==> config.mk <==
export PLATFORM = sky130hd
export DESIGN_NAME = calc_cmd_issuer_flat
export DESIGN_NICKNAME = d
export VERILOG_FILES = /design/src/rtl/calc_pkg.sv /design/src/rtl/calc_cmd_issuer_if.sv /design/src/rtl/calc_cmd_fifo.sv /design/src/rtl/calc_cmd_issuer.sv /design/src/flat_wrapper.sv
export SDC_FILE = /design/constraint.sdc
export NUM_CORES = 1
export LEC_CHECK = 0
export CORE_ASPECT_RATIO = 0.8
export CORE_UTILIZATION = 45
export CTS_CLUSTER_DIAMETER = 50
export CTS_CLUSTER_SIZE = 20
export DETAILED_ROUTE_END_ITERATION = 6
export PLACE_DENSITY = 0.71
export SETUP_SLACK_MARGIN = 0.1
export SYNTH_ARGS = -nofsm -noshare
export SYNTH_HDL_FRONTEND = slang
export SYNTH_SLANG_ARGS = --single-unit
export TNS_END_PERCENT = 5
==> constraint.sdc <==
create_clock -name clk -period 5.2 [get_ports clk]
set_clock_uncertainty 0.1 [all_clocks]
set_input_delay 1.04 -clock clk [delete_from_list [all_inputs] [get_ports clk]]
set_output_delay 1.04 -clock clk [all_outputs]
set_load 0.03 [all_outputs]
==> src/rtl/calc_pkg.sv <==
// rtl/calc_pkg.sv - shared op/state encodings and command struct for the calculator issuer
package calc_pkg;

    typedef enum logic [1:0] {
        OP_ADD = 2'b00,
        OP_SUB = 2'b01,
        OP_MUL = 2'b10,
        OP_DIV = 2'b11
    } calc_op_e;

    typedef enum logic [1:0] {
        IDLE    = 2'd0,
        ISSUE   = 2'd1,
        RELEASE = 2'd2,
        RESP    = 2'd3
    } calc_state_e;

    // Operand part of a command; the tag travels next to it because its
    // width is a parameter of the issuer rather than a package constant.
    typedef struct packed {
        calc_op_e    op;
        logic [15:0] a;
        logic [15:0] b;
    } calc_cmd_t;

    localparam int CALC_CMD_W = $bits(calc_cmd_t);

endpackage

==> src/rtl/calc_cmd_issuer_if.sv <==
// rtl/calc_cmd_issuer_if.sv - command and response valid/ready bundle of the issuer
interface calc_cmd_issuer_if #(
    parameter int TAG_W = 4
);
    logic             cmd_valid;
    logic             cmd_ready;
    logic [1:0]       cmd_op;
    logic [15:0]      cmd_a;
    logic [15:0]      cmd_b;
    logic [TAG_W-1:0] cmd_tag;

    logic             rsp_valid;
    logic             rsp_ready;
    logic [15:0]      rsp_result;
    logic             rsp_overflow;
    logic             rsp_error;
    logic             rsp_timeout;
    logic [TAG_W-1:0] rsp_tag;

    modport master (
        output cmd_valid, cmd_op, cmd_a, cmd_b, cmd_tag,
        input  cmd_ready,
        input  rsp_valid, rsp_result, rsp_overflow, rsp_error, rsp_timeout, rsp_tag,
        output rsp_ready
    );

    modport slave (
        input  cmd_valid, cmd_op, cmd_a, cmd_b, cmd_tag,
        output cmd_ready,
        output rsp_valid, rsp_result, rsp_overflow, rsp_error, rsp_timeout, rsp_tag,
        input  rsp_ready
    );
endinterface

==> src/rtl/calc_cmd_fifo.sv <==
// rtl/calc_cmd_fifo.sv - synchronous command FIFO with occupancy count
module calc_cmd_fifo #(
    parameter int  WIDTH = 38,
    parameter int  DEPTH = 4,
    localparam int PTR_W = $clog2(DEPTH),
    localparam int CNT_W = $clog2(DEPTH + 1)
) (
    input  logic             clk,
    input  logic             rst_n,
    input  logic             push,
    input  logic [WIDTH-1:0] push_data,
    input  logic             pop,
    output logic [WIDTH-1:0] pop_data,
    output logic             full,
    output logic             empty,
    output logic [CNT_W-1:0] count
);
    logic [WIDTH-1:0] mem [DEPTH];
    logic [PTR_W-1:0] wr_ptr;
    logic [PTR_W-1:0] rd_ptr;
    logic             do_push;
    logic             do_pop;

    assign full     = (count == CNT_W'(DEPTH));
    assign empty    = (count == '0);
    assign do_pop   = pop && !empty;
    // A push into a full FIFO is only taken when the head leaves in the same cycle.
    assign do_push  = push && (!full || do_pop);
    assign pop_data = mem[rd_ptr];

    // Storage array; contents are don't-care until written, so no reset.
    always_ff @(posedge clk) begin
        if (do_push) begin
            mem[wr_ptr] <= push_data;
        end
    end

    // Pointers wrap naturally because DEPTH is a power of two.
    always_ff @(posedge clk or negedge rst_n) begin
        if (!rst_n) begin
            wr_ptr <= '0;
            rd_ptr <= '0;
            count  <= '0;
        end else begin
            if (do_push) begin
                wr_ptr <= wr_ptr + 1'b1;
            end
            if (do_pop) begin
                rd_ptr <= rd_ptr + 1'b1;
            end
            case ({do_push, do_pop})
                2'b10:   count <= count + 1'b1;
                2'b01:   count <= count - 1'b1;
                default: count <= count;
            endcase
        end
    end
endmodule

==> src/rtl/calc_cmd_issuer.sv <==
// rtl/calc_cmd_issuer.sv - queues calculator commands and drives the start/done level handshake
module calc_cmd_issuer
    import calc_pkg::*;
#(
    parameter int TAG_W       = 4,
    parameter int FIFO_DEPTH  = 4,
    parameter int TIMEOUT_CYC = 64
) (
    input  logic               clk,
    input  logic               rst_n,
    calc_cmd_issuer_if.slave   host,
    output logic               calc_start,
    output logic [1:0]         calc_op,
    output logic [15:0]        calc_a,
    output logic [15:0]        calc_b,
    input  logic [15:0]        calc_result,
    input  logic               calc_overflow,
    input  logic               calc_error,
    input  logic               calc_done,
    output logic               busy
);
    localparam int FW      = CALC_CMD_W + TAG_W;
    localparam int CNT_W   = $clog2(FIFO_DEPTH + 1);
    localparam int TIMER_W = $clog2(TIMEOUT_CYC);

    calc_state_e      state;
    logic [TIMER_W-1:0] timer;
    logic [TAG_W-1:0] tag_q;

    logic             rsp_valid_q;
    logic [15:0]      rsp_result_q;
    logic             rsp_overflow_q;
    logic             rsp_error_q;
    logic             rsp_timeout_q;
    logic [TAG_W-1:0] rsp_tag_q;

    logic             fifo_push;
    logic             fifo_pop;
    logic [FW-1:0]    fifo_head;
    logic             fifo_full;
    logic             fifo_empty;
    logic [CNT_W-1:0] fifo_count;
    calc_cmd_t        head_cmd;
    logic [TAG_W-1:0] head_tag;

    assign fifo_push = host.cmd_valid && host.cmd_ready;
    // A stale done from the previous operation must clear before a new one starts.
    assign fifo_pop  = (state == IDLE) && !fifo_empty && !calc_done;
    assign {head_cmd, head_tag} = fifo_head;

    calc_cmd_fifo #(
        .WIDTH (FW),
        .DEPTH (FIFO_DEPTH)
    ) u_fifo (
        .clk       (clk),
        .rst_n     (rst_n),
        .push      (fifo_push),
        .push_data ({host.cmd_op, host.cmd_a, host.cmd_b, host.cmd_tag}),
        .pop       (fifo_pop),
        .pop_data  (fifo_head),
        .full      (fifo_full),
        .empty     (fifo_empty),
        .count     (fifo_count)
    );

    assign host.cmd_ready    = !fifo_full;
    assign host.rsp_valid    = rsp_valid_q;
    assign host.rsp_result   = rsp_result_q;
    assign host.rsp_overflow = rsp_overflow_q;
    assign host.rsp_error    = rsp_error_q;
    assign host.rsp_timeout  = rsp_timeout_q;
    assign host.rsp_tag      = rsp_tag_q;
    assign busy              = (state != IDLE) || (fifo_count != '0);

    // Issue FSM: one command outstanding, operands held for the whole ISSUE state.
    always_ff @(posedge clk or negedge rst_n) begin
        if (!rst_n) begin
            state          <= IDLE;
            timer          <= '0;
            tag_q          <= '0;
            calc_start     <= 1'b0;
            calc_op        <= '0;
            calc_a         <= '0;
            calc_b         <= '0;
            rsp_valid_q    <= 1'b0;
            rsp_result_q   <= '0;
            rsp_overflow_q <= 1'b0;
            rsp_error_q    <= 1'b0;
            rsp_timeout_q  <= 1'b0;
            rsp_tag_q      <= '0;
        end else begin
            case (state)
                IDLE: begin
                    if (fifo_pop) begin
                        calc_op    <= head_cmd.op;
                        calc_a     <= head_cmd.a;
                        calc_b     <= head_cmd.b;
                        tag_q      <= head_tag;
                        timer      <= '0;
                        calc_start <= 1'b1;
                        state      <= ISSUE;
                    end
                end
                ISSUE: begin
                    timer <= timer + 1'b1;
                    if (calc_done) begin
                        rsp_result_q   <= calc_result;
                        rsp_overflow_q <= calc_overflow;
                        rsp_error_q    <= calc_error;
                        rsp_timeout_q  <= 1'b0;
                        rsp_tag_q      <= tag_q;
                        calc_start     <= 1'b0;
                        state          <= RELEASE;
                    end else if (timer == TIMER_W'(TIMEOUT_CYC - 1)) begin
                        rsp_result_q   <= '0;
                        rsp_overflow_q <= 1'b0;
                        rsp_error_q    <= 1'b0;
                        rsp_timeout_q  <= 1'b1;
                        rsp_tag_q      <= tag_q;
                        calc_start     <= 1'b0;
                        state          <= RELEASE;
                    end
                end
                RELEASE: begin
                    if (!calc_done) begin
                        rsp_valid_q <= 1'b1;
                        state       <= RESP;
                    end
                end
                RESP: begin
                    if (host.rsp_ready) begin
                        rsp_valid_q <= 1'b0;
                        state       <= IDLE;
                    end
                end
                default: state <= IDLE;
            endcase
        end
    end
endmodule

==> src/flat_wrapper.sv <==
// flat-port wrapper written by rule: the top's interface ports become plain ports
module calc_cmd_issuer_flat import calc_pkg::*;
#(
    parameter int TAG_W       = 4,
    parameter int FIFO_DEPTH  = 4,
    parameter int TIMEOUT_CYC = 64
)
  (clk, rst_n, calc_start, calc_op, calc_a, calc_b, calc_result, calc_overflow, calc_error, calc_done, busy, host_cmd_valid, host_cmd_op, host_cmd_a, host_cmd_b, host_cmd_tag, host_cmd_ready, host_rsp_valid, host_rsp_result, host_rsp_overflow, host_rsp_error, host_rsp_timeout, host_rsp_tag, host_rsp_ready);
  calc_cmd_issuer_if #(.TAG_W(TAG_W)) host_i ();
  input  logic clk;
  input  logic rst_n;
  output logic calc_start;
  output logic [1:0] calc_op;
  output logic [15:0] calc_a;
  output logic [15:0] calc_b;
  input  logic [15:0] calc_result;
  input  logic calc_overflow;
  input  logic calc_error;
  input  logic calc_done;
  output logic busy;
  input wire logic [$bits(host_i.cmd_valid)-1:0] host_cmd_valid;
  input wire logic [$bits(host_i.cmd_op)-1:0] host_cmd_op;
  input wire logic [$bits(host_i.cmd_a)-1:0] host_cmd_a;
  input wire logic [$bits(host_i.cmd_b)-1:0] host_cmd_b;
  input wire logic [$bits(host_i.cmd_tag)-1:0] host_cmd_tag;
  output wire logic [$bits(host_i.cmd_ready)-1:0] host_cmd_ready;
  output wire logic [$bits(host_i.rsp_valid)-1:0] host_rsp_valid;
  output wire logic [$bits(host_i.rsp_result)-1:0] host_rsp_result;
  output wire logic [$bits(host_i.rsp_overflow)-1:0] host_rsp_overflow;
  output wire logic [$bits(host_i.rsp_error)-1:0] host_rsp_error;
  output wire logic [$bits(host_i.rsp_timeout)-1:0] host_rsp_timeout;
  output wire logic [$bits(host_i.rsp_tag)-1:0] host_rsp_tag;
  input wire logic [$bits(host_i.rsp_ready)-1:0] host_rsp_ready;
  assign host_i.cmd_valid = host_cmd_valid;
  assign host_i.cmd_op = host_cmd_op;
  assign host_i.cmd_a = host_cmd_a;
  assign host_i.cmd_b = host_cmd_b;
  assign host_i.cmd_tag = host_cmd_tag;
  assign host_cmd_ready = host_i.cmd_ready;
  assign host_rsp_valid = host_i.rsp_valid;
  assign host_rsp_result = host_i.rsp_result;
  assign host_rsp_overflow = host_i.rsp_overflow;
  assign host_rsp_error = host_i.rsp_error;
  assign host_rsp_timeout = host_i.rsp_timeout;
  assign host_rsp_tag = host_i.rsp_tag;
  assign host_i.rsp_ready = host_rsp_ready;
  calc_cmd_issuer #(.TAG_W(TAG_W), .FIFO_DEPTH(FIFO_DEPTH), .TIMEOUT_CYC(TIMEOUT_CYC)) u_core (.clk(clk), .rst_n(rst_n), .host(host_i), .calc_start(calc_start), .calc_op(calc_op), .calc_a(calc_a), .calc_b(calc_b), .calc_result(calc_result), .calc_overflow(calc_overflow), .calc_error(calc_error), .calc_done(calc_done), .busy(busy));
endmodule
==> impl_results.md, run 1 <==
- Mean cell area of the mapped netlist: 18.7 µm²
- Sw Pwr: approximately 2.2 mW
- Leak: 3.92 nW
- Number of buffers added to fix hold violations after cts: 0
- Delay-heaviest family, CP: buffers and inverters
- Number of diodes added for antenna fixing: 0
- Number of input and output port buffers inserted: 121
- Drt drc: 0
- Floorplan die area: between 0.02 and 0.025 mm²
- Maximum number of pins on one net before global-route repair: 79
- Detail Route Antenna Nets: 0
- Pin slew with the least headroom to its limit: 1050 ps
- Worst Path Max Fanout: 5
- Setup-failing EPs final: 0
- Std-Cell Rows: 45
- Area added between synthesis and finish: 22.9%
- Type of the setup path with the least slack: flop to output port
- Total buffers and inverters traversed by the critical path: 2
- Post-synthesis async set-or-reset flop share: 33.9%
- Post-Route WL: 16300 µm
- Routed vias/inst: 5.17
- Top Ports: between 100 and 150
- Main area contributors after synthesis: sky130_fd_sc_hd__edfxtp_1 52%, sky130_fd_sc_hd__dfrtp_1 22%, sky130_fd_sc_hd__mux4_2 9.7%
- Post-synthesis instance area: 0.00886 mm²
- Y dimension of the die: between 100 and 150 µm
- Overflow after GRT: 0
- Number of flops mapped to enable cells by yosys: 152
- Total number of vias: about 4500
- Cell with the most instances after synthesis: sky130_fd_sc_hd__edfxtp_1
- Number of antenna violations at the first check in global routing: 0
- Count of maximum capacitance violations: 0
- Number of sinks driven by the clock tree: 230
- Final TNS setup: 0 ps
- Routed length per placed instance: 18.8 µm
- Final number of hold-violating endpoints: 0
- Starting density of the core: 46.3%
- Number of detailed-routing iterations run before antenna repair: 4
- Sw frac: 33.2%
- Post-layout nets: roughly 670
- Logic gate share of total power: 34.3%
- Required @ worst endpoint: between 4000 and 5000 ps
- Fin worst setup slack: between 1500 and 2000 ps
- Maximum level of the CTS H-tree: 1
- Ordered cell list for the critical path: inv_1 > ha_1 > nand2_1 > clkdlybuf4s50_1
- Status: finished, final reports clean
- Slowest cell on the critical path: sky130_fd_sc_hd__clkdlybuf4s50_1
- Maximum buffer depth of the clock tree: 3
- Cts bufs inserted: 18
- CTS root buf: sky130_fd_sc_hd__clkbuf_16
- Maximum achievable frequency: 0.312 GHz
- Library cells used by synthesis: 39
- Most numerous cell types in the synthesized netlist: 152 x sky130_fd_sc_hd__edfxtp_1, 78 x sky130_fd_sc_hd__dfrtp_1, 48 x sky130_fd_sc_hd__nand2_1
- Most common flop cell mapped by yosys: sky130_fd_sc_hd__edfxtp_1
- Crit path capture type: output port
- Yosys reg bits: 230
- Worst flop-to-flop path startpoint: u_core.u_fifo.rd_ptr[0]$_DFFE_PN0P_
- Final non-filler cell total: 870
- RD Place Congestion: about 0.74
- Vias in the first global route: roughly 5000
- Clock tree from TritonCTS: yes
- Initial DRC count: 262
- Number of instances in the placed design: 838
- Power Density: 598 mW/mm²
- Post-CTS clock slew at the launch and capture registers of the worst setup and hold paths: approximately 70 ps
- Post-CTS Setup Inserts: 0
- Post-route minimum period: 3200 ps
- Insertion delay of the later-clocked pin in the worst-skew pair: 490 ps
- CP arrival: 2060 ps
- Die width: 159 µm
- Setup Slack @ Placement: between 2000 and 2500 ps
- Gate Count Post-Synth: 474
- Worst slew slack as a fraction of its limit: about 30%
- Half-perimeter wire length after placement: 9990 µm
- Final worst-path cycle share: 61.6%
- Crit-path max cell delay: 620 ps
- Final Core Density: 56.8%
- Proportion of power drawn by the clock network: 21.4%
- Global-route wire length before repair: 26300 µm
- Final Slew Violations: 0
- Cell internal power dissipation: 4.35 mW
- Hold Crit Class: flop to flop
- Launching element type of the critical path: flop
- Synthesized netlist net count: 547
- Quantity of gates resized following cts: 0
- Leading area contributor after synthesis: sky130_fd_sc_hd__edfxtp_1
- RSZ-0062 raised after global routing: false
- Max IR drop VDD: 0.000335 V
- Worst Hold Launch: u_core.calc_op[0]$_DFFE_PN0P_
- Core region area: 0.0191 mm²
- GRT Util Overall: 16.7%
- Post-synth top area share: 51.5%
- Fraction of final layout cells with drive strength greater than 1: 21.1%
- Source of the critical timing path: u_core.state[0]$_DFFE_PN0P_
- Count of warnings emitted by yosys: 0
- Sequential fraction of design power: 44.3%
- Proportion of synthesized chip area in sequential cells: between 70% and 80%
[cell usage in the layout, fill, tap and decap left out, types with 8 or more instances in the layout]
cell	n
sky130_fd_sc_hd__edfxtp_1	152
sky130_fd_sc_hd__clkdlybuf4s50_1	120
sky130_fd_sc_hd__dfrtp_1	76
sky130_fd_sc_hd__nand2_1	48
sky130_fd_sc_hd__mux2_2	40
sky130_fd_sc_hd__mux4_2	38
sky130_fd_sc_hd__o21ai_0	24
sky130_fd_sc_hd__clkbuf_16	19
sky130_fd_sc_hd__ha_1	11
sky130_fd_sc_hd__inv_1	9
sky130_fd_sc_hd__nor2_1	8
[registers in the layout, indices dropped and copies added, names as in the netlist, 2 cells and up]
| signal | cells |
|---|---|
| u_core.host.rsp_result | 16 |
| u_core.u_fifo.wr_ptr | 2 |
| u_core.calc_b | 16 |
| u_core.calc_a | 16 |
| u_core.tag_q | 4 |
| u_core.host.rsp_tag | 4 |
| u_core.calc_op | 2 |
| u_core.state | 2 |
| u_core.u_fifo.rd_ptr | 2 |
| u_core.timer | 6 |
| u_core.u_fifo.count | 3 |
| u_core.u_fifo.mem | 152 |
[per-layer routing]
metal	vias to the layer above	wire length, µm	global-route usage, %
li1	2049	-	-
met1	2300	7390	22.4
met5	-	0	0
met2	122	7680	27.6
met4	0	271	3.90
met3	24	998	4.25
[cells by family after synthesis]
kind of cell | after synthesis | synth area share, %
DFF | 230 | 73.6
muxes | 84 | 15.6
and+or+nand+nor | 76 | 3.94
AOI/OAI and AO/OA | 37 | 2.40
buffers and inverters | 29 | 2.10
adders and majority gates | 12 | 1.78
xor gates and xnor gates | 6 | 0.593
[area by class of cell]
| type | instances | area (µm²) |
|---|---|---|
| fillers | 1447 | 8260 |
| well taps | 258 | 323 |
| flip-flops and latches | 230 | 6520 |
| repair buffers | 125 | 1240 |
| clock inverters | 10 | 113 |
| multi-input cells | 215 | 2160 |
| clock buffers | 22 | 487 |
| inverters | 10 | 37.5 |
[worst reg2reg max path, cell delays in order (launching register included)]
cell and delay, ps:
sky130_fd_sc_hd__dfrtp_2 770, sky130_fd_sc_hd__buf_4 520, sky130_fd_sc_hd__mux4_2 570, sky130_fd_sc_hd__mux2_2 280
[worst paths after layout]
check                      slack, ps                             endpoint  cells after the start
setup / recovery                2000                                 busy                      4
hold / removal                   410        u_core.calc_op[0]$_DFFE_PN0P_                      1
setup reg to reg                2850        u_core.calc_a[13]$_DFFE_PN0P_                      3
hold reg to reg                  410        u_core.calc_op[0]$_DFFE_PN0P_                      1
max in group asynchronous       3640  u_core.u_fifo.rd_ptr[0]$_DFFE_PN0P_                      1
min in group asynchronous        630        u_core.calc_a[10]$_DFFE_PN0P_                      1
[power by group through the flow]
stage                     logic (mW)  registers, mW  clock network (mW)
after floorplan                 1.17           3.19                   0
after global routing            2.40           2.95                1.50
after global placement          2.21           2.90                   0
after detailed placement        2.26           2.93                   0
final                           2.23           2.88                1.40
after CTS                       2.27           2.90                1.43
[per-stage QoR]
stage | hold slack [ps] | instance area, µm² | power (mW)
final | 410 | 10900 | 6.51
after global routing | 431 | 10900 | 6.86
after CTS | 416 | 10900 | 6.60
after detailed placement | 398 | 10300 | 5.19
after global placement | 381 | 10300 | 5.10
after floorplan | 377 | 8860 | 4.36
No activity file was read; power rests on OpenSTA's default activity.
==> run 2, diff against run 1 <==
- clock period: 5.2 -> 3.2 ns (I/O delays scaled with it)
==> run 2 against run 1 <==
Effect of this change:
- critical path depth unchanged
- combinational power increased by 72%
- count of clock-buffer cells in the layout unchanged
- via count increased by 2.9%
- final area increased by 2.1%
- non-clock buffer count increased by 11
- wire length increased by 2.6%
- die area unchanged
- total power increased by 67%
- register-to-register slack got worse by 2000 ps
- highest routed layer unchanged
- sequential power increased by 59%
- largest power group unchanged
==> impl_results.md, run 2 (synthesis gave the netlist of run 1 again) <==
- Status: finished, final reports clean
- Final non-filler cell total: approximately 890
- Max reg flops: 152
- Worst slew slack as a fraction of its limit: 58.1%
- Overall power: around 11 mW
- RD Place Congestion: roughly 0.75
- Detail Route Antenna Nets: 0
- Post-route minimum period: 2820 ps
- Worst reg2reg path depth: 10
- Number of sinks driven by the clock tree: 230
- Maximum number of pins on one net before global-route repair: 56
- Number of instances in the placed design: between 800 and 900
- Setup-failing EPs final: 0
- Final TNS setup: 0 ps
- Number of diodes added for antenna fixing: 0
- Required @ worst endpoint: between 2000 and 2500 ps
- Post-layout nets: 686
- Area added between synthesis and finish: 25.4%
- Final worst-path cycle share: around nine tenths
- Number of input and output port buffers inserted: 121
- Half-perimeter wire length after placement: 10600 µm
- Launching element type of the critical path: flop
- Maximum level of the CTS H-tree: 1
- Global-route wire length before repair: 26600 µm
- Most common library cell in the layout ignoring fill and taps: sky130_fd_sc_hd__edfxtp_1
- Maximum buffer depth of the clock tree: 3
- Worst Path Max Fanout: 5
- Number of antenna violations at the first check in global routing: 0
- Std-Cell Rows: 45
- CP arrival: approximately 2100 ps
- Count of maximum capacitance violations: 0
- Drt drc: 0
- Post-Route WL: approximately 17000 µm
- Cts bufs inserted: 20
- Insertion delay of the later-clocked pin in the worst-skew pair: 500 ps
- Die width: between 150 and 200 µm
- Worst flop-to-flop path startpoint: u_core.u_fifo.count[0]$_DFFE_PN0P_
- GRT Util Overall: about 17%
- Source of the critical timing path: u_core.state[0]$_DFFE_PN0P_
- Total number of vias: 4624
- Largest register by flop count: u_core.u_fifo.mem
- Top Ports: 122
- RSZ-0062 raised after global routing: false
- Post-route worst hold slack: 398 ps
- Quantity of gates resized following cts: 0
- Core region area: roughly 0.019 mm²
- Leak: 4.03 nW
- Commonest cells after routing, fill and taps aside: 152 x sky130_fd_sc_hd__edfxtp_1, 120 x sky130_fd_sc_hd__clkdlybuf4s50_1, 76 x sky130_fd_sc_hd__dfrtp_1, 48 x sky130_fd_sc_hd__nand2_1, 40 x sky130_fd_sc_hd__mux2_2
- Y dimension of the die: 127 µm
- Critical Path Sink: busy
- Max IR drop VDD: 0.000566 V
- Final Slew Violations: 0
- Starting density of the core: 46.3%
- Final Core Density: ~58%
- Post-CTS Setup Inserts: 0
- Routed length per placed instance: 18.9 µm
- Type of the setup path with the least slack: flop to output port
- Power Density: 979 mW/mm²
- Number of detailed-routing iterations run before antenna repair: 4
- Pin slew with the least headroom to its limit: 627 ps
- Fraction of final layout cells with drive strength greater than 1: 23.3%
- Maximum achievable frequency: around 0.35 GHz
- Crit path capture type: output port
- Fillers: 1441
- Routed vias/inst: 5.22
- Initial DRC count: roughly 330
- Hold Crit Class: flop to flop
- Post-CTS clock slew at the launch and capture registers of the worst setup and hold paths: approximately 70 ps
- Number of buffers added to fix hold violations after cts: 1
- Floorplan die area: 0.0203 mm²
- Terminus of the critical flop-to-flop path: u_core.u_fifo.count[2]$_DFFE_PN0P_
- CTS root buf: sky130_fd_sc_hd__clkbuf_16
- Register-to-register setup slack: 900 ps
- Overflow after GRT: 0
- Final number of hold-violating endpoints: 0
- Vias in the first global route: 4805
- Clock tree from TritonCTS: yes
run 2: changes by cell type in the layout (fill, tap and decap cells not counted):
cell and change:
sky130_fd_sc_hd__inv_6 +5, sky130_fd_sc_hd__clkinvlp_4 +1, sky130_fd_sc_hd__dlygate4sd3_1 +1, sky130_fd_sc_hd__clkinv_8 +1, sky130_fd_sc_hd__buf_4 +5, sky130_fd_sc_hd__bufinv_16 -1
sky130_fd_sc_hd__buf_12 +5, sky130_fd_sc_hd__clkinv_2 -1, sky130_fd_sc_hd__clkbuf_8 +1, sky130_fd_sc_hd__clkinv_4 -1, sky130_fd_sc_hd__clkbuf_1 -3, sky130_fd_sc_hd__clkbuf_16 +2
run 2: area by class of cell:
type / count / area, µm² / share of cell area, %
repair buffers: 136 / 1390 / 12.5
flip-flops and latches: 230 / 6520 / 58.7
clock buffers: 22 / 539 / 4.86
multi-input cells: 215 / 2160 / 19.5
clock inverters: 14 / 136 / 1.23
inverters: 10 / 37.5 / 0.338
well taps: 258 / 323 / 2.91
run 2: how the worst min path moves through the flow:
stage / startpoint / end / slack, ps / cells past startpoint
2_1_floorplan: rst_n / u_core.calc_a[0]$_DFFE_PN0P_ / 240 / 0
3_3_place_gp: u_core.host.rsp_timeout$_DFFE_PN0P_ / u_core.host.rsp_timeout$_DFFE_PN0P_ / 380 / 2
3_5_place_dp: u_core.host.rsp_timeout$_DFFE_PN0P_ / u_core.host.rsp_timeout$_DFFE_PN0P_ / 390 / 2
4_1_cts: u_core.host.rsp_timeout$_DFFE_PN0P_ / u_core.host.rsp_timeout$_DFFE_PN0P_ / 410 / 2
5_1_grt: u_core.calc_a[8]$_DFFE_PN0P_ / u_core.calc_a[8]$_DFFE_PN0P_ / 440 / 1
6_report: u_core.host.rsp_timeout$_DFFE_PN0P_ / u_core.host.rsp_timeout$_DFFE_PN0P_ / 400 / 2
run 2: layer usage:
| layer | vias up | share of wire (%) | GRT usage, % |
|---|---|---|---|
| met5 | - | 0 | 0 |
| met4 | 0 | 2.3 | 5.09 |
| met3 | 31 | 5.7 | 4.12 |
| met2 | 126 | 47 | 26.9 |
| met1 | 2371 | 45 | 23.8 |
| li1 | 2096 | - | - |
run 2: per-stage QoR:
stage / setup WS, ps / cell area [µm²]
2_1_floorplan: 699 / 8860
3_3_place_gp: 545 / 10400
3_5_place_dp: 428 / 10400
4_1_cts: 355 / 11100
5_1_grt: 325 / 11100
6_report: 379 / 11100
run 2: worst max-delay path: stages, from the launching register on:
cell and delay, ps:
sky130_fd_sc_hd__dfrtp_1 410, sky130_fd_sc_hd__inv_1 120, sky130_fd_sc_hd__ha_1 310, sky130_fd_sc_hd__nand2_1 120, sky130_fd_sc_hd__clkdlybuf4s50_1 610
run 2: where the power goes:
part	switching (mW)	internal, mW	total [mW]
registers	0.489	4.09	4.58
clock network	1.17	1.29	2.45
logic	2.00	1.84	3.84
